### src/rtl/rr_arbiter_pkg.sv
// Shared helpers for the round-robin grant-index arbiter.
package rr_arbiter_pkg;

  // Index width for n entries, never less than one bit.
  function automatic int unsigned idx_width(input int unsigned n);
    int unsigned w;
    w = $clog2(n);
    return (w < 32'd1) ? 32'd1 : w;
  endfunction

  // Next index after idx, wrapping explicitly at req_num (need not be a power of two).
  function automatic int unsigned ptr_wrap_inc(input int unsigned idx, input int unsigned req_num);
    return (idx >= req_num - 32'd1) ? 32'd0 : idx + 32'd1;
  endfunction

endpackage

### src/rtl/onehot_decoder.sv
// Binary index to one-hot select lines.
module onehot_decoder #(
  parameter int unsigned INPUT_W  = 3,
  parameter int unsigned OUTPUT_W = 8
) (
  input  logic [INPUT_W-1:0]  in_i,
  output logic [OUTPUT_W-1:0] out_o
);

  always_comb begin
    out_o = '0;
    for (int i = 0; i < OUTPUT_W; i++) begin
      out_o[i] = (in_i == INPUT_W'(i));
    end
  end

endmodule

### src/rtl/rr_priority_pick.sv
// Combinational round-robin pick: first set request at or above ptr, wrapping.
module rr_priority_pick
  import rr_arbiter_pkg::*;
#(
  parameter int unsigned REQ_NUM = 8,
  parameter int unsigned IDX_W   = idx_width(REQ_NUM)
) (
  input  logic [REQ_NUM-1:0] req_i,
  input  logic [IDX_W-1:0]   ptr_i,
  output logic               found_c_o,
  output logic [IDX_W-1:0]   idx_c_o
);

  localparam int unsigned DBL_W = 2 * REQ_NUM;
  localparam int unsigned POS_W = idx_width(DBL_W);

  logic [DBL_W-1:0] masked_c;
  logic [POS_W-1:0] pos_c;

  // Lower copy is masked below ptr; the upper copy supplies the wrapped-around bits.
  always_comb begin
    masked_c  = {req_i, req_i};
    found_c_o = 1'b0;
    pos_c     = '0;
    for (int i = 0; i < DBL_W; i++) begin
      if (POS_W'(i) < POS_W'(ptr_i)) masked_c[i] = 1'b0;
    end
    for (int i = DBL_W - 1; i >= 0; i--) begin
      if (masked_c[i]) begin
        found_c_o = 1'b1;
        pos_c     = POS_W'(i);
      end
    end
    idx_c_o = (pos_c >= POS_W'(REQ_NUM)) ? IDX_W'(pos_c - POS_W'(REQ_NUM)) : IDX_W'(pos_c);
  end

endmodule

### src/rtl/rr_arbiter_enc.sv
// Round-robin arbiter with registered binary grant index and valid/ready handshake.
// Define RR_ARBITER_ENC_ONEHOT_OUT_EN to add the decoded gnt_onehot_o output.
module rr_arbiter_enc
  import rr_arbiter_pkg::*;
#(
  parameter int unsigned REQ_NUM = 8,
  parameter int unsigned IDX_W   = idx_width(REQ_NUM)
) (
  input  logic               clk,
  input  logic               rst,
  input  logic [REQ_NUM-1:0] req_i,
  output logic               gnt_valid_o,
  input  logic               gnt_ready_i,
  output logic [IDX_W-1:0]   gnt_idx_o
`ifdef RR_ARBITER_ENC_ONEHOT_OUT_EN
  ,
  output logic [REQ_NUM-1:0] gnt_onehot_o
`endif
);

  logic             gnt_valid_q, gnt_valid_d;
  logic [IDX_W-1:0] gnt_idx_q, gnt_idx_d;
  logic [IDX_W-1:0] ptr_q, ptr_d;
  logic             handshake_c;
  logic             load_c;
  logic [IDX_W-1:0] ptr_inc_c;
  logic [IDX_W-1:0] pick_ptr_c;
  logic             found_c;
  logic [IDX_W-1:0] cand_idx_c;

  assign handshake_c = gnt_valid_q & gnt_ready_i;
  assign load_c      = ~gnt_valid_q | handshake_c;
  assign ptr_inc_c   = IDX_W'(ptr_wrap_inc(32'(gnt_idx_q), REQ_NUM));
  // Back-to-back grants search from the already-advanced pointer.
  assign pick_ptr_c  = handshake_c ? ptr_inc_c : ptr_q;

  rr_priority_pick #(
    .REQ_NUM (REQ_NUM),
    .IDX_W   (IDX_W)
  ) u_pick (
    .req_i     (req_i),
    .ptr_i     (pick_ptr_c),
    .found_c_o (found_c),
    .idx_c_o   (cand_idx_c)
  );

  always_comb begin
    gnt_valid_d = gnt_valid_q;
    gnt_idx_d   = gnt_idx_q;
    ptr_d       = ptr_q;
    if (handshake_c) ptr_d = ptr_inc_c;
    if (load_c) begin
      gnt_valid_d = found_c;
      if (found_c) gnt_idx_d = cand_idx_c;
    end
  end

  always_ff @(posedge clk or posedge rst) begin
    if (rst) begin
      gnt_valid_q <= 1'b0;
      gnt_idx_q   <= '0;
      ptr_q       <= '0;
    end else begin
      gnt_valid_q <= gnt_valid_d;
      gnt_idx_q   <= gnt_idx_d;
      ptr_q       <= ptr_d;
    end
  end

  assign gnt_valid_o = gnt_valid_q;
  assign gnt_idx_o   = gnt_idx_q;

`ifdef RR_ARBITER_ENC_ONEHOT_OUT_EN
  logic [REQ_NUM-1:0] dec_c;

  onehot_decoder #(
    .INPUT_W  (IDX_W),
    .OUTPUT_W (REQ_NUM)
  ) u_dec (
    .in_i  (gnt_idx_q),
    .out_o (dec_c)
  );

  assign gnt_onehot_o = dec_c & {REQ_NUM{gnt_valid_q}};
`endif

endmodule

### config.mk
export PLATFORM = sky130hd
export DESIGN_NAME = rr_arbiter_enc
export DESIGN_NICKNAME = d
export VERILOG_FILES = /design/src/rtl/rr_arbiter_pkg.sv /design/src/rtl/onehot_decoder.sv /design/src/rtl/rr_priority_pick.sv /design/src/rtl/rr_arbiter_enc.sv
export SDC_FILE = /design/constraint.sdc
export NUM_CORES = 1
export LEC_CHECK = 0
export BUFFER_PORTS_ARGS = -buffer_cell sky130_fd_sc_hd__buf_4
export CAP_MARGIN = 20
export CORE_MARGIN = 2
export CORE_UTILIZATION = 45
export CTS_CLUSTER_DIAMETER = 50
export DETAILED_ROUTE_END_ITERATION = 10
export PLACE_DENSITY_LB_ADDON = 0.15
export SETUP_SLACK_MARGIN = 0.05
export SYNTH_ARGS = -nofsm -noshare
export SYNTH_HDL_FRONTEND = slang
export SYNTH_SLANG_ARGS = --single-unit
export TNS_END_PERCENT = 100
### constraint.sdc
create_clock -name clk -period 2.5 [get_ports clk]
set_clock_uncertainty 0.2 [all_clocks]
set_input_delay 0.125 -clock clk [delete_from_list [all_inputs] [get_ports clk]]
set_output_delay 0.125 -clock clk [all_outputs]
set_load 0.05 [all_outputs]
; Word level (Yosys, flattened, before mapping)
; Index checks and enable logic that the tools add are counted.
[totals]
regBits = 7
inputBits = 11
out_inout_bits = 4
[op_classes]
add_sub_neg = 2
order_cmp = 16
n_mux = 47
bitwise_logic = 3
n_reduce_logical = 1
[ops]
columns = cell, n
row1 = $mux W4, 15
row2 = $mux W1, 29
row3 = $lt A4 B3 Y1 const A, 7
row4 = $lt A3 B3 Y1 const A, 3
row5 = $mux W3, 3
row6 = $lt A1 B3 Y1 const A, 2
row7 = $lt A2 B3 Y1 const A, 2
row8 = $ge A4 B4 Y1 const B, 1
row9 = $add A3 B1 Y3 const B, 1
row10 = $ge A3 B3 Y1 const B, 1
row11 = $sub A3 B1 Y3 const B, 1
row12 = $reduce_and A2 Y1, 1
row13 = $and A1 B1 Y1, 1
row14 = $not A1 Y1, 1
row15 = $or A1 B1 Y1, 1

; Depth between registers and ports, before layout
[depth]
word_depth = 22
mapped_depth = 8
mapped_depth_nobuf = 8

; By module
; A second synthesis with hierarchy kept.
[hier_totals]
hier_cells = 64
hier_area_um2 = 566.8
[by_module_without_submodules]
columns = mod, n_inst, cells_per_inst, area_per_inst_um2, seq_area_each_um2
row1 = rr_arbiter_enc, 1, 24, 316.6, 175.2
row2 = rr_priority_pick, 1, 40, 250.2, 0.0

; Worst setup path after synthesis
; OpenSTA, ideal clock, no wires.
[synth_path]
path_type = register to register
start = register gnt_idx_q[0], in the netlist gnt_idx_o[0]
end = register gnt_idx_q[0], in the netlist gnt_idx_o[0]
setup_time_ns = 0.121
t_arrival_ns = 2.135
path_slack_ns = 0.044
stages_incl_launch_ff = 9
path_buffers = 0
cell_sequence = dfrtp_1 -> ha_1 -> ha_1 -> nand4b_2 -> a2bb2oi_2 -> or2_1 -> a22oi_1 -> o22ai_1 -> a22o_1
[synth_via]
elab_chain_len = 22
[synth_rtl]
columns = element, line
row1 = start: declaration, rr_arbiter_enc.sv:22  ; logic [IDX_W-1:0] gnt_idx_q, gnt_idx_d;
row2 = start signal: assignment, rr_arbiter_enc.sv:65  ; gnt_idx_q <= gnt_idx_d;
row3 = $add A3 B1 Y3 / $ge A3 B3 Y1 (equally long branches), rr_arbiter_pkg.sv:13  ; return (idx >= req_num - 32'd1) ? 32'd0 : idx + 32'd1;
row4 = $mux W3 (*), rr_arbiter_pkg.sv:13
row5 = $mux W3 (*), n/a
row6 = $lt A4 B3 Y1, rr_priority_pick.sv:26  ; if (POS_W'(i) < POS_W'(ptr_i)) masked_c[i] = 1'b0;
row7 = $mux W1, rr_priority_pick.sv:26
row8 = $mux W4 (15 in series), rr_priority_pick.sv:29  ; if (masked_c[i]) begin
row9 = $ge A4 B4 Y1, rr_priority_pick.sv:34  ; idx_c_o = (pos_c >= POS_W'(REQ_NUM)) ? IDX_W'(pos_c - POS_W'(REQ_NUM)) : IDX_W'(pos_c);
row10 = $mux W3, rr_priority_pick.sv:34
; Every way passes the cells marked *; elsewhere a longest branch is shown, timed or not.
; A chain may end at the register's enable or synchronous reset.

; Final worst setup path
; Ends and elaborated chain as after synthesis.

==> impl_metrics.env <==
export IMPL_synth_edf_count=0
export IMPL_outcome="complete, no violations"
export IMPL_crit_slowest_cell="dfrtp_2"
export IMPL_synth_top_family_by_area="compound AO/OA/AOI/OAI gates"
export IMPL_final_setup_viol_count=0
export IMPL_netlist_area_um2=599
export IMPL_hp_start="req_i[4]"
export IMPL_critPathTopFamily="compound AO/OA/AOI/OAI gates"
export IMPL_post_cts_setup_buffer_count=0
export IMPL_drc=0
export IMPL_post_drt_wl_per_cell_um=14.1
export IMPL_synth_adder_area_share_pct=4.18
export IMPL_dieArea_um2=1640
export IMPL_grt_usage_pct=22.1
export IMPL_worst_path_buf_inv=0
export IMPL_viasPerCell=6.11
export IMPL_path_max_fanout=8
export IMPL_finalCriticalPeriod_ps=2340
export IMPL_drtPass1Iterations=4
export IMPL_path_cells="ha_1 > ha_1 > nand4b_4 > a2bb2oi_4 > or2_1 > a22oi_1 > o22ai_1 > a22o_1"
export IMPL_place_gp_congestion=0.944
export IMPL_crit_top_cell="ha_1"
export IMPL_ys_flop_type="dfrtp_1"
export IMPL_num_vias=642
export IMPL_vdd_drop_max_mv=0.615
export IMPL_final_common_cell="buf_4"
export IMPL_coreArea_um2=1270
export IMPL_synth_cells=69
export IMPL_synth_mux_area_share_pct=1.67
export IMPL_critPathMaxStageDelay_ps=430
export IMPL_crit_arrival_ps=2290
export IMPL_clk_path_buf_depth=2
export IMPL_period_share_pct=93.6
export IMPL_ys_types=36
export IMPL_drv_cap=0
export IMPL_grt_pass1_vias=549
export IMPL_hp_class="input pin to flop"
export IMPL_tns_ps=0
export IMPL_cp_end_kind="flop"
export IMPL_die_h_um=40.5
export IMPL_seq_area_frac_synth_pct=29.2
export IMPL_ys_async_sr_fraction_pct=100
export IMPL_synth_compound_area_share_pct=34.0
export IMPL_ant_nets=0
export IMPL_grt_ovfl_total=0
export IMPL_crit_start="gnt_idx_o[0]"
export IMPL_wl_um=1480
export IMPL_n_antenna_cell=0
export IMPL_hold_viol=0
export IMPL_clock_fmax_mhz=427
export IMPL_numCtsBuffers=3
export IMPL_worstSetupPathType="flop to flop"
export IMPL_clk_latency_ps=270
export IMPL_syn_num_nets=82
export IMPL_layout_common_cells="buf_4 (15), a21oi_1 (7), nor2_1 (6), inv_1 (6), dfrtp_1 (6)"
export IMPL_rsz0062_at_grt="yes"
export IMPL_r2r_start="gnt_idx_o[0]"
export IMPL_slew_viol_final=0
export IMPL_crit_path_start_kind="flop"
export IMPL_die_w_um=40.5
export IMPL_grt_max_degree=9
export IMPL_grt_pass1_wl_um=2280
export IMPL_whs_ps=32.2
export IMPL_synthSimpleGateAreaFrac_pct=27.1
export IMPL_power_density_nw_per_um2=1080
export IMPL_drt_iter0_drc=13
export IMPL_drive_above_1_share_pct=28.9
export IMPL_clkTransAtPathRegs_ps=60
export IMPL_area_growth_pct=34.2
export IMPL_start_util_pct=47.2
export IMPL_antenna_found_initial=0
export IMPL_synth_warnings=0
export IMPL_worstMarginPinSlew_ps=385
export IMPL_clock_sinks=7
export IMPL_num_io_pins=15
export IMPL_rows=13
export IMPL_portBuffers=14
export IMPL_critPathRequiredTime_ps=2450
export IMPL_dp_hpwl_um=1140
export IMPL_worst_slew_margin_rel_pct=73.6
export IMPL_clock_root_buffer="clkbuf_4"
export IMPL_synth_seq_cells=7
export IMPL_synth_xor_area_share_pct=0
export IMPL_htree_levels=1
export IMPL_p_leak_nw=0.356
export IMPL_cts_tree="done"
export IMPL_syn_area_per_cell_um2=8.69
export IMPL_layout_nets=104
-- worst reg2reg max path, stage by stage (launching register included) --
cell       delay [ps]
dfrtp_2           430
ha_1              210
ha_1              310
nand4b_4          110
a2bb2oi_4         190
or2_1             250
a22oi_1           220
o22ai_1           120
a22o_1            190
-- layout make-up --
| type | instances | area [µm²] |
|---|---|---|
| multi-input cells | 56 | 428 |
| well taps | 15 | 18.8 |
| repair buffers | 17 | 133 |
| fillers | 110 | 464 |
| flip-flops and latches | 7 | 176 |
| clock buffers | 4 | 26.3 |
| inverters | 6 | 22.5 |
-- power breakdown --
group | switching, mW | total, mW | internal (mW)
clock network | 0.0492 | 0.111 | 0.0614
logic | 0.311 | 0.542 | 0.232
registers | 0.0556 | 0.217 | 0.161
-- repair_timing --
item / 4_1_cts / 5_1_grt
hold buffers: 2 / 0
resized for setup: 0 / 3
endpoints found under the hold margin: 8 / 0
endpoints found under the setup margin: 0 / 2
-- per-stage QoR --
stage          setup WS, ps  power, mW  area, µm²  util [%]  instances
2_1_floorplan          79.3      0.583        601         -         69
3_5_place_dp            159      0.720        732      57.7         99
3_3_place_gp            159      0.721        732      57.7         99
4_1_cts                 158      0.833        778      61.3        105
5_1_grt                43.4      0.931        805      63.4        105
6_report                159      0.870        805      63.4        105
-- flip-flops by register name, indices dropped and copies added (netlist names) --
register     count
gnt_idx_o        3
gnt_valid_o      1
ptr_q            3
-- kinds of logic after synthesis --
| family | Yosys count |
|---|---|
| AO/OA/AOI/OAI | 26 |
| adder cells (fa/ha/maj) | 2 |
| buffers and inverters | 6 |
| flip-flops | 7 |
| multiplexers | 1 |
| AND/OR/NAND/NOR | 27 |
-- path summary, 6_finish.rpt --
| kind | end | slack (ps) | cells after the start |
|---|---|---|---|
| max | gnt_idx_o[0] | 160 | 8 |
| min | gnt_valid_o | 30 | 4 |
| max reg2reg | gnt_idx_o[0] | 160 | 8 |
| min reg2reg | gnt_idx_o[2] | 350 | 2 |
| max in group asynchronous | gnt_idx_o[0] | 1720 | 3 |
| min in group asynchronous | ptr_q[0] | 140 | 3 |
-- Yosys cell counts, types with 2 or more instances --
library cell	number	area, µm²
a21oi_1	7	35.0
a22oi_1	2	15.0
dfrtp_1	7	175
ha_1	2	25.0
inv_1	6	22.5
nand2_1	3	11.3
nand3_1	2	10.0
nor2_1	6	22.5
nor2b_1	2	12.5
nor4_1	3	18.8
o21ai_0	2	10.0
o31ai_1	2	15.0
or2b_1	2	15.0
-- routing by layer --
metal  vias up  GRT usage [%]  part of all wire [%]
met4         0           10.0                   1.4
met2        30           35.3                    48
met3         3           8.33                   6.0
li1        316              -                     -
met5         -              0                     0
met1       293           25.8                    44
Power figures use the tool's default switching activity.
